$ cat config.mk
export PLATFORM = sky130hd
export DESIGN_NAME = seven_segment_mux_driver_flat
export DESIGN_NICKNAME = d
export VERILOG_FILES = /design/src/rtl/seven_segment_mux_driver_if.sv /design/src/rtl/seven_segment_mux_driver.sv /design/src/flat_wrapper.sv
export SDC_FILE = /design/constraint.sdc
export NUM_CORES = 1
export LEC_CHECK = 0
export CELL_PAD_IN_SITES_DETAIL_PLACEMENT = 0
export CELL_PAD_IN_SITES_GLOBAL_PLACEMENT = 2
export CORE_MARGIN = 5
export CORE_UTILIZATION = 32
export DETAILED_ROUTE_END_ITERATION = 16
export GPL_TIMING_DRIVEN = 0
export PLACE_DENSITY_LB_ADDON = 0.3
export SYNTH_ARGS = -nofsm -noshare
export SYNTH_HDL_FRONTEND = slang
export SYNTH_SLANG_ARGS = --single-unit
export TNS_END_PERCENT = 20
$ cat constraint.sdc
create_clock -name wb_clk_i -period 1.95 [get_ports wb_clk_i]
set_input_delay 0.39 -clock wb_clk_i [delete_from_list [all_inputs] [get_ports wb_clk_i]]
set_output_delay 0.39 -clock wb_clk_i [all_outputs]
set_load 0.02 [all_outputs]
$ cat src/rtl/seven_segment_mux_driver_if.sv
// Count hand-off between the frequency counter stage and the display driver.
interface seven_segment_mux_driver_if #(
  parameter int BIN_WIDTH = 8
);
  logic [BIN_WIDTH-1:0] value_i;
  logic                 value_valid_i;
  logic                 busy_o;
  logic                 overflow_o;

  modport master (output value_i, value_valid_i, input busy_o, overflow_o);
  modport slave  (input value_i, value_valid_i, output busy_o, overflow_o);
endinterface

$ cat src/rtl/seven_segment_mux_driver.sv
// Binary-to-BCD display driver: sequential double-dabble with overflow
// saturation, followed by a time-multiplexed common-cathode digit scan.
//
// state      | meaning
// -----------+-------------------------------------------------------------
// ST_IDLE    | waiting for a new count (strobe or held pending value)
// ST_CONVERT | one double-dabble step per cycle, BIN_WIDTH cycles
// ST_LOAD    | publish BCD (or all-9s) to the display, chain pending value
module seven_segment_mux_driver #(
  parameter int NUM_DIGITS = 2,
  parameter int BIN_WIDTH  = 8,
  parameter int MUX_CYCLES = 1024
) (
  input  logic                      wb_clk_i,
  input  logic                      wb_rst_i,
  seven_segment_mux_driver_if.slave cnt,
  input  logic                      blank_i,
  output logic [6:0]                segments_o,
  output logic [NUM_DIGITS-1:0]     digit_o
);

  localparam int BCD_W = 4 * NUM_DIGITS;
  localparam int IDX_W = (NUM_DIGITS > 1) ? $clog2(NUM_DIGITS) : 1;
  localparam int CNT_W = $clog2(MUX_CYCLES);
  localparam int BIT_W = $clog2(BIN_WIDTH + 1);
  localparam logic [31:0] MAX_VAL = 32'(10 ** NUM_DIGITS - 1);

  typedef enum logic [1:0] {ST_IDLE, ST_CONVERT, ST_LOAD} state_t;

  state_t               state;
  logic [BIN_WIDTH-1:0] shift_bin;
  logic [BCD_W-1:0]     bcd;
  logic [BIT_W-1:0]     bit_cnt;
  logic                 ovf_flag;
  logic                 pend_valid;
  logic [BIN_WIDTH-1:0] pend_val;
  logic [BCD_W-1:0]     display;

  logic [BCD_W-1:0]     bcd_adj;
  logic [BCD_W-1:0]     bcd_next;
  logic [BIN_WIDTH-1:0] bin_next;
  logic                 start_req;
  logic [BIN_WIDTH-1:0] start_val;
  logic                 start_ovf;

  logic [CNT_W-1:0]      refresh_cnt;
  logic [IDX_W-1:0]      digit_idx;
  logic [NUM_DIGITS-1:0] blank_mask;
  logic                  upper_zero;

  function automatic logic [6:0] seg_decode(input logic [3:0] nib);
    case (nib)
      4'd0: return 7'h3F;
      4'd1: return 7'h06;
      4'd2: return 7'h5B;
      4'd3: return 7'h4F;
      4'd4: return 7'h66;
      4'd5: return 7'h6D;
      4'd6: return 7'h7D;
      4'd7: return 7'h07;
      4'd8: return 7'h7F;
      4'd9: return 7'h6F;
      default: return 7'h00;
    endcase
  endfunction

  // One double-dabble step; upper BCD bits beyond the display width are dropped,
  // which only matters for values that saturate anyway.
  always_comb begin
    bcd_adj = bcd;
    for (int i = 0; i < NUM_DIGITS; i++) begin
      if (bcd[4*i +: 4] >= 4'd5) bcd_adj[4*i +: 4] = bcd[4*i +: 4] + 4'd3;
    end
    {bcd_next, bin_next} = {bcd_adj, shift_bin} << 1;
  end

  // A fresh strobe always beats the pending register (newest value wins).
  always_comb begin
    start_req = cnt.value_valid_i | pend_valid;
    start_val = cnt.value_valid_i ? cnt.value_i : pend_val;
    start_ovf = {{(32-BIN_WIDTH){1'b0}}, start_val} > MAX_VAL;
  end

  // Conversion FSM with pending capture and registered busy/overflow.
  always_ff @(posedge wb_clk_i) begin
    if (wb_rst_i) begin
      state          <= ST_IDLE;
      shift_bin      <= '0;
      bcd            <= '0;
      bit_cnt        <= '0;
      ovf_flag       <= 1'b0;
      pend_valid     <= 1'b0;
      pend_val       <= '0;
      display        <= '0;
      cnt.busy_o     <= 1'b0;
      cnt.overflow_o <= 1'b0;
    end else begin
      case (state)
        ST_IDLE: begin
          if (start_req) begin
            shift_bin  <= start_val;
            bcd        <= '0;
            bit_cnt    <= BIT_W'(BIN_WIDTH);
            ovf_flag   <= start_ovf;
            pend_valid <= 1'b0;
            cnt.busy_o <= 1'b1;
            state      <= ST_CONVERT;
          end
        end
        ST_CONVERT: begin
          if (cnt.value_valid_i) begin
            pend_valid <= 1'b1;
            pend_val   <= cnt.value_i;
          end
          shift_bin <= bin_next;
          bcd       <= bcd_next;
          bit_cnt   <= bit_cnt - 1'b1;
          if (bit_cnt == BIT_W'(1)) state <= ST_LOAD;
        end
        ST_LOAD: begin
          display        <= ovf_flag ? {NUM_DIGITS{4'h9}} : bcd;
          cnt.overflow_o <= ovf_flag;
          pend_valid     <= 1'b0;
          if (start_req) begin
            shift_bin <= start_val;
            bcd       <= '0;
            bit_cnt   <= BIT_W'(BIN_WIDTH);
            ovf_flag  <= start_ovf;
            state     <= ST_CONVERT;
          end else begin
            cnt.busy_o <= 1'b0;
            state      <= ST_IDLE;
          end
        end
        default: state <= ST_IDLE;
      endcase
    end
  end

  // Leading-zero mask: digit i blanks when it and every digit above it are zero.
  always_comb begin
    blank_mask = '0;
    upper_zero = 1'b1;
    for (int i = NUM_DIGITS - 1; i >= 1; i--) begin
      upper_zero    = upper_zero & (display[4*i +: 4] == 4'd0);
      blank_mask[i] = blank_i & upper_zero;
    end
  end

  // Digit scan: refresh timer, digit index and registered display outputs.
  always_ff @(posedge wb_clk_i) begin
    if (wb_rst_i) begin
      refresh_cnt <= '0;
      digit_idx   <= '0;
      segments_o  <= 7'h00;
      digit_o     <= '0;
    end else begin
      if (refresh_cnt == CNT_W'(MUX_CYCLES - 1)) begin
        refresh_cnt <= '0;
        digit_idx   <= (digit_idx == IDX_W'(NUM_DIGITS - 1)) ? '0 : digit_idx + 1'b1;
      end else begin
        refresh_cnt <= refresh_cnt + 1'b1;
      end
      digit_o    <= NUM_DIGITS'(1) << digit_idx;
      segments_o <= blank_mask[digit_idx] ? 7'h00 : seg_decode(display[{digit_idx, 2'b00} +: 4]);
    end
  end

endmodule

$ cat src/flat_wrapper.sv
// flat-port wrapper written by rule: the top's interface ports become plain ports
module seven_segment_mux_driver_flat 
#(
  parameter int NUM_DIGITS = 2,
  parameter int BIN_WIDTH  = 8,
  parameter int MUX_CYCLES = 1024
)
  (wb_clk_i, wb_rst_i, blank_i, segments_o, digit_o, cnt_value_i, cnt_value_valid_i, cnt_busy_o, cnt_overflow_o);
  seven_segment_mux_driver_if #(.BIN_WIDTH(BIN_WIDTH)) cnt_i ();
  input  logic wb_clk_i;
  input  logic wb_rst_i;
  input  logic blank_i;
  output logic [6:0] segments_o;
  output logic [NUM_DIGITS-1:0] digit_o;
  input wire logic [$bits(cnt_i.value_i)-1:0] cnt_value_i;
  input wire logic [$bits(cnt_i.value_valid_i)-1:0] cnt_value_valid_i;
  output wire logic [$bits(cnt_i.busy_o)-1:0] cnt_busy_o;
  output wire logic [$bits(cnt_i.overflow_o)-1:0] cnt_overflow_o;
  assign cnt_i.value_i = cnt_value_i;
  assign cnt_i.value_valid_i = cnt_value_valid_i;
  assign cnt_busy_o = cnt_i.busy_o;
  assign cnt_overflow_o = cnt_i.overflow_o;
  seven_segment_mux_driver #(.NUM_DIGITS(NUM_DIGITS), .BIN_WIDTH(BIN_WIDTH), .MUX_CYCLES(MUX_CYCLES)) u_core (.wb_clk_i(wb_clk_i), .wb_rst_i(wb_rst_i), .cnt(cnt_i), .blank_i(blank_i), .segments_o(segments_o), .digit_o(digit_o));
endmodule
==> Yosys cells after proc, flatten, opt, wreduce, memory -nomap -nowiden <==
Memory sizes are Yosys's and may differ from the RTL's. A register that Yosys moved wholly into a read port is not among the register bits.
Cells that the tools add are included.
{ "word_totals": {"latch_bits": 0, "memories": 1, "word_cells": 72, "romBits": 112, "register_bits": 55, "ram_bits": 0, "output_inout_bits": 11} }
{ "classes": {"div": 0, "order_cmp": 4, "bitwise": 2, "mux": 23, "add_sub_neg": 5, "reduce_logical": 13, "n_shift": 2, "n_mul": 0, "n_eq_ne": 9} }
{ "mem_list": {"columns": ["name", "depth", "width", "rd", "rd_ports_with_merged_regs", "write_ports", "line", "source"], "rows": [
  ["(name not given)", 16, 7, 1, 1, 0, "seven_segment_mux_driver.sv:52", "case (nib)"]
]} }
{ "ops": {"columns": ["op", "count"], "rows": [
  ["$mux 8", 4],
  ["$pmux 8 s2", 2],
  ["$add 10x1->10 const B", 1],
  ["$eq 10x10->1 const B", 1],
  ["$ge 4x3->1 const B", 2],
  ["$gt 8x7->1 const B", 1],
  ["$mux 1", 8],
  ["$mux 4", 2],
  ["$pmux 4 s2", 1],
  ["$shiftx 8x4->4", 1],
  ["$ne 2x1->1 const B", 3],
  ["$pmux 2 s3", 1],
  ["$reduce_and 2->1", 3],
  ["$reduce_and 3->1", 2],
  ["$reduce_or 2->1", 3],
  ["$add 4x2->4 const B", 1],
  ["$eq 4x1->1 const B", 1],
  ["$logic_not 4->1", 1],
  ["$mux 2", 2],
  ["$ne 2x2->1 const B", 2],
  ["$reduce_bool 2->1", 2],
  ["$sub 4x1->4 const B", 1],
  ["$add 3x2->3 const B", 1],
  ["$mux 3", 1],
  ["other kinds (11)", 11]
]} }

==> Logic depth before layout (Yosys ltp) <==
{ "depth": {"ltp_word": 5, "ltp_mapped": 9, "mapped_depth_nobuf": 7} }

==> Worst setup path after synthesis <==
No wires, ideal clock.
{ "synth_path": {"path_type": "flip-flop to flip-flop", "start": "register u_core.digit_idx", "end": "register u_core.segments_o[5]", "path_buffers": 2, "setup_time_ns": 0.070, "slack_ns": 0.062, "stages_incl_launch_ff": 10, "required_ns": 1.880, "arrival_ns": 1.818, "path_cell_list": "dfxtp_1 -> buf_4 -> buf_2 -> mux2i_1 -> inv_1 -> ha_1 -> a211oi_1 -> a21o_1 -> o21ai_0 -> a21oi_1"} }
{ "synth_via": {"elab_chain_len": 3, "word_cells_on_any_way": 4} }
{ "synth_lines": {"columns": ["item", "line", "source"], "rows": [
  ["start: declaration", "seven_segment_mux_driver.sv:47", "logic [IDX_W-1:0] digit_idx;"],
  ["start signal: assignment", "seven_segment_mux_driver.sv:160", "digit_idx <= (digit_idx == IDX_W'(NUM_DIGITS - 1)) ? '0 : digit_idx + 1'b1;"],
  ["branches (longest 3 deep; another with $shiftx 8x4->4)", null, null],
  ["end: declaration", "seven_segment_mux_driver.sv:18", "output logic [6:0] segments_o,"]
]} }
Several ways; the timed one is not identified. The select of a mux whose other input is x is not followed.
A chain may end at the register's enable or synchronous reset.

==> Worst setup path in the final report <==
Same ends and word-level chain as after synthesis.

==> results_tabular.tex <==
\begin{tabular}{lr}
\hline
Metric & Value \\
\hline
\multicolumn{2}{l}{\textbf{Placement}} \\
\quad Hpwl dp & between 4000 and 5000 um \\
\quad Pre-CTS setup slack & -0.246 ns \\
\quad Global placement routability congestion & around 0.72 \\
\quad Count of port buffers added during placement & 21 \\
\quad Total placed instance area & 3260 um\^{}2 \\
\multicolumn{2}{l}{\textbf{Pwr}} \\
\quad Power density cells & 792 nW/um\^{}2 \\
\quad Lkg Pwr & $\sim$1.3 nW \\
\quad IR drop worst, VDD & approximately 350 uV \\
\multicolumn{2}{l}{\textbf{Routing}} \\
\quad Number of vias in the routed layout & $\sim$2300 \\
\quad Average wire per cell in the routed design & 14.2 um \\
\quad Number of design-rule violations left by the first detailed-router iteration & 60 \\
\quad Residual antenna-violating net count after detailed routing & 0 \\
\quad Remaining design rule violation count & 0 \\
\quad Initial DRT Pass Iterations & 6 \\
\quad Final WL & 6810 um \\
\quad Detail-routed via count per cell & 4.87 \\
\multicolumn{2}{l}{\textbf{Yosys}} \\
\quad Portion of synthesized cell area occupied by the leading cell type & 0.426 \\
\quad Cell variety after synth & between 40 and 50 \\
\quad Register bit total from synthesis & 62 \\
\quad Netlist Area Pre-Place & 2920 um\^{}2 \\
\quad Top cells by area in the synthesized netlist & dfxtp\_1 43\%, ha\_1 5.6\%, mux2i\_1 5.5\% \\
\quad Mean instance size in the synthesized netlist & between 8 and 9 um\^{}2 \\
\quad Sequential share of the synthesized area & 0.426 \\
\quad Mapped Cells & 332 \\
\quad Syn. warnings & 0 \\
\quad Synthesized Nets & 357 \\
\quad Leading area contributor after synthesis & dfxtp\_1 \\
\multicolumn{2}{l}{\textbf{Floorplan}} \\
\quad Effective utilization at floorplan & 0.331 \\
\quad Number of placement rows & 34 \\
\quad Vert. Die Dim & 105 um \\
\quad Die X & 105 um \\
\quad Core Footprint & 8810 um\^{}2 \\
\quad I/O pin count & 23 \\
\quad Area enclosed by the die boundary & between 10000 and 15000 um\^{}2 \\
\multicolumn{2}{l}{\textbf{Setup path}} \\
\quad Data arrival time of the critical path & roughly 2.1 ns \\
\quad Critical path startpoint category & register \\
\quad Type of element capturing the critical path & register \\
\quad Slowest stage cell, crit path & dfxtp\_1 \\
\quad Critical path origin & u\_core.digit\_idx \\
\quad Worst path required time & 2.23 ns \\
\quad Largest fanout of any net on the critical path & 10 \\
\quad Worst setup path class & reg2reg \\
\quad Setup slack of the worst register-to-register path & 0.12 ns \\
\quad Destination of the critical timing path & u\_core.segments\_o[5] \\
\quad Path depth of the worst reg2reg path & 9 \\
\quad Delay of the slowest cell on the worst path & roughly 0.31 ns \\
\quad Cells along the critical path & buf\_4, buf\_8, mux2i\_4, inv\_2, ha\_1, a211oi\_1, a21o\_1, o21ai\_0, a21oi\_1 \\
\quad Worst R2R End & u\_core.segments\_o[5] \\
\quad Crit Reg-Reg Startpoint & u\_core.digit\_idx \\
\multicolumn{2}{l}{\textbf{Timing}} \\
\quad Final period util & 0.940 \\
\quad Setup-violating endpoint count in the final report & 0 \\
\quad Sum of negative setup slack & 0 ns \\
\quad Fmax achieved & 0.546 GHz \\
\quad Final critical delay including setup and external delays & around 1.8 ns \\
\quad Final Max Slew Viols & 0 \\
\quad Layout Skew & roughly 0.0095 ns \\
\quad Hold Fails Final Rpt & 0 \\
\quad Slew margin rel. & 0.595 \\
\quad Worst setup margin & 0.118 ns \\
\quad Worst slew pin tran & 0.608 ns \\
\multicolumn{2}{l}{\textbf{Clocking}} \\
\quad CTS Sinks & a little over 60 \\
\quad Root Buffer & clkbuf\_8 \\
\quad Number of buffers inserted during clock tree synthesis & 9 \\
\quad Clock tree from TritonCTS & built \\
\quad Clock Pin Slew Worst Setup and Hold Paths & 0.07 ns \\
\quad Post-cts hold buffer count & 0 \\
\quad Worst-skew pair later-pin latency & around 0.34 ns \\
\quad Number of buffers on the longest clock path & 2 \\
\quad Number of H-tree levels & 3 \\
\multicolumn{2}{l}{\textbf{Global route}} \\
\quad Via count of the first global-routing pass & approximately 2200 \\
\quad Maximum number of pins on one net before global-route repair & 11 \\
\quad Global-route wire length before repair & roughly 11000 um \\
\quad Antenna violations before repair & 0 \\
\quad GR Overflow Total & 0 \\
\quad Overall fraction of global-route tracks in use & 0.126 \\
\multicolumn{2}{l}{\textbf{Final layout}} \\
\quad Non-Filler Cell Area, Final & between 3000 and 4000 um\^{}2 \\
\quad Synthesis-to-layout area growth & 20.2\% \\
\quad Count of filler cells inserted in the layout & 921 \\
\quad Fraction of layout instances using a drive strength above 1 & 0.116 \\
\quad Antenna diode instance count & 0 \\
\quad Final Net Count & 392 \\
\quad Final Core Density & 0.398 \\
\multicolumn{2}{l}{\textbf{Job}} \\
\quad Maximum capacitance violations & 0 \\
\multicolumn{2}{l}{\textbf{Min path}} \\
\quad Class of the most critical hold timing path & reg2reg \\
\multicolumn{2}{l}{\textbf{Status}} \\
\quad Status & complete, no violations \\
\hline
\end{tabular}
[sequential cells by signal (all words and copies together), names as in the netlist, 4 cells and up]
| name | count |
|---|---|
| u_core.refresh_cnt | 10 |
| u_core.display | 8 |
| u_core.pend_val | 8 |
| u_core.segments_o | 7 |
| u_core.shift_bin | 8 |
| u_core.bit_cnt | 4 |
| u_core.bcd | 8 |
[timing repair]
item                                    in CTS  in global routing
cloned                                       0                  0
endpoints found under the setup margin       4                  3
resized for setup                            5                  3
buffers inserted                             1                  2
[final cells by class]
cell class | instances | area (um^2) | share of cell area
flip-flops and latches | 62 | 1240 | 0.354
clock buffers | 12 | 165 | 0.0471
well taps | 108 | 135 | 0.0386
plain buffers | 17 | 111 | 0.0318
repair buffers | 24 | 233 | 0.0664
multi-input cells | 239 | 1550 | 0.441
clock inverters | 4 | 20.0 | 0.00571
inverters | 14 | 52.6 | 0.0150
[layout by cell type, fill, tap and decap left out, types with 4 or more instances in the layout]
master | Yosys | final
nand3_1 | 7 | 7
buf_4 | 4 | 7
a211oi_1 | 7 | 7
a22o_1 | 5 | 5
ha_1 | 13 | 13
clkdlybuf4s50_1 | 0 | 21
mux2i_1 | 16 | 14
nor2_1 | 36 | 36
a31oi_1 | 4 | 4
buf_2 | 6 | 5
inv_1 | 14 | 13
xnor2_1 | 9 | 9
nor3_1 | 17 | 17
nand2b_1 | 6 | 6
clkbuf_8 | 0 | 12
dfxtp_1 | 62 | 62
o21ai_0 | 12 | 12
nand2_1 | 38 | 38
nor2b_1 | 4 | 4
a21oi_1 | 30 | 30
clkinv_2 | 0 | 4
[stage by stage]
stage	cells	hold slack [ns]	power (mW)
after CTS	478	0.454	2.82
after floorplan	332	0.430	1.63
after global routing	480	0.475	2.92
after detailed placement	461	0.446	1.75
final	480	0.451	2.78
after global placement	461	0.440	1.75
[worst max-delay path: cells and delay by family (launching register included)]
family / cells / cell delay, ns
multiplexers: 1 / 0.28
flip-flops: 1 / 0.31
buffers and inverters: 3 / 0.40
AO/OA/AOI/OAI: 4 / 0.58
adder cells (fa/ha/maj): 1 / 0.20
[power by group]
| group | internal (mW) | switching, mW | total (mW) | leakage (nW) |
|---|---|---|---|---|
| logic | 0.152 | 0.194 | 0.346 | 0.728 |
| clock network | 0.557 | 0.503 | 1.06 | 0.102 |
| registers | 1.33 | 0.0431 | 1.37 | 0.507 |
| total | 2.04 | 0.740 | 2.78 | 1.34 |
[cells by family after synthesis]
logic type / after synthesis / share of synthesized area
flops: 62 / 0.426
compound gates: 71 / 0.158
buf+inv: 31 / 0.0528
xor+xnor: 10 / 0.0300
fa+ha+maj: 13 / 0.0558
mux: 19 / 0.0674
simple gates: 126 / 0.210
[synth_stat cells, drive strengths merged]
cell type / count
a211o: 2
a211oi: 7
a21o: 2
a21oi: 30
a22o: 5
a22oi: 2
a31oi: 4
and2b: 1
and3b: 1
buf: 14
clkbuf: 3
dfxtp: 62
ha: 13
inv: 14
mux2: 2
mux2i: 17
nand2: 38
nand2b: 6
nand3: 8
nand3b: 3
nand4: 1
nor2: 37
nor2b: 4
nor3: 17
nor3b: 2
nor4: 2
nor4b: 1
nor4bb: 1
o21ai: 14
o21bai: 1
o221ai: 1
o22ai: 1
o31a: 1
o31ai: 1
or2: 1
or3: 3
xnor2: 9
xor2: 1
[routing by layer]
layer,share of wire,track usage,vias up,wire length [um]
met4,0.016,0.0478,0,112
met3,0.030,0.0330,10,203
li1,-,-,1215,-
met2,0.45,0.200,26,3040
met5,0,0,-,0
met1,0.51,0.163,1085,3450
[how the worst min path moves through the flow]
stage	startpoint	endpoint	slack (ns)	cells after the start
6_report	u_core.shift_bin[5]	u_core.shift_bin[5]	0.45	2
5_1_grt	u_core.shift_bin[3]	u_core.shift_bin[3]	0.48	2
4_1_cts	u_core.shift_bin[5]	u_core.shift_bin[5]	0.45	2
3_5_place_dp	u_core.shift_bin[5]	u_core.shift_bin[5]	0.45	2
3_3_place_gp	u_core.shift_bin[5]	u_core.shift_bin[5]	0.44	2
2_1_floorplan	u_core.refresh_cnt[0]	u_core.refresh_cnt[0]	0.43	1
No activity file was read; power rests on OpenSTA's default activity.
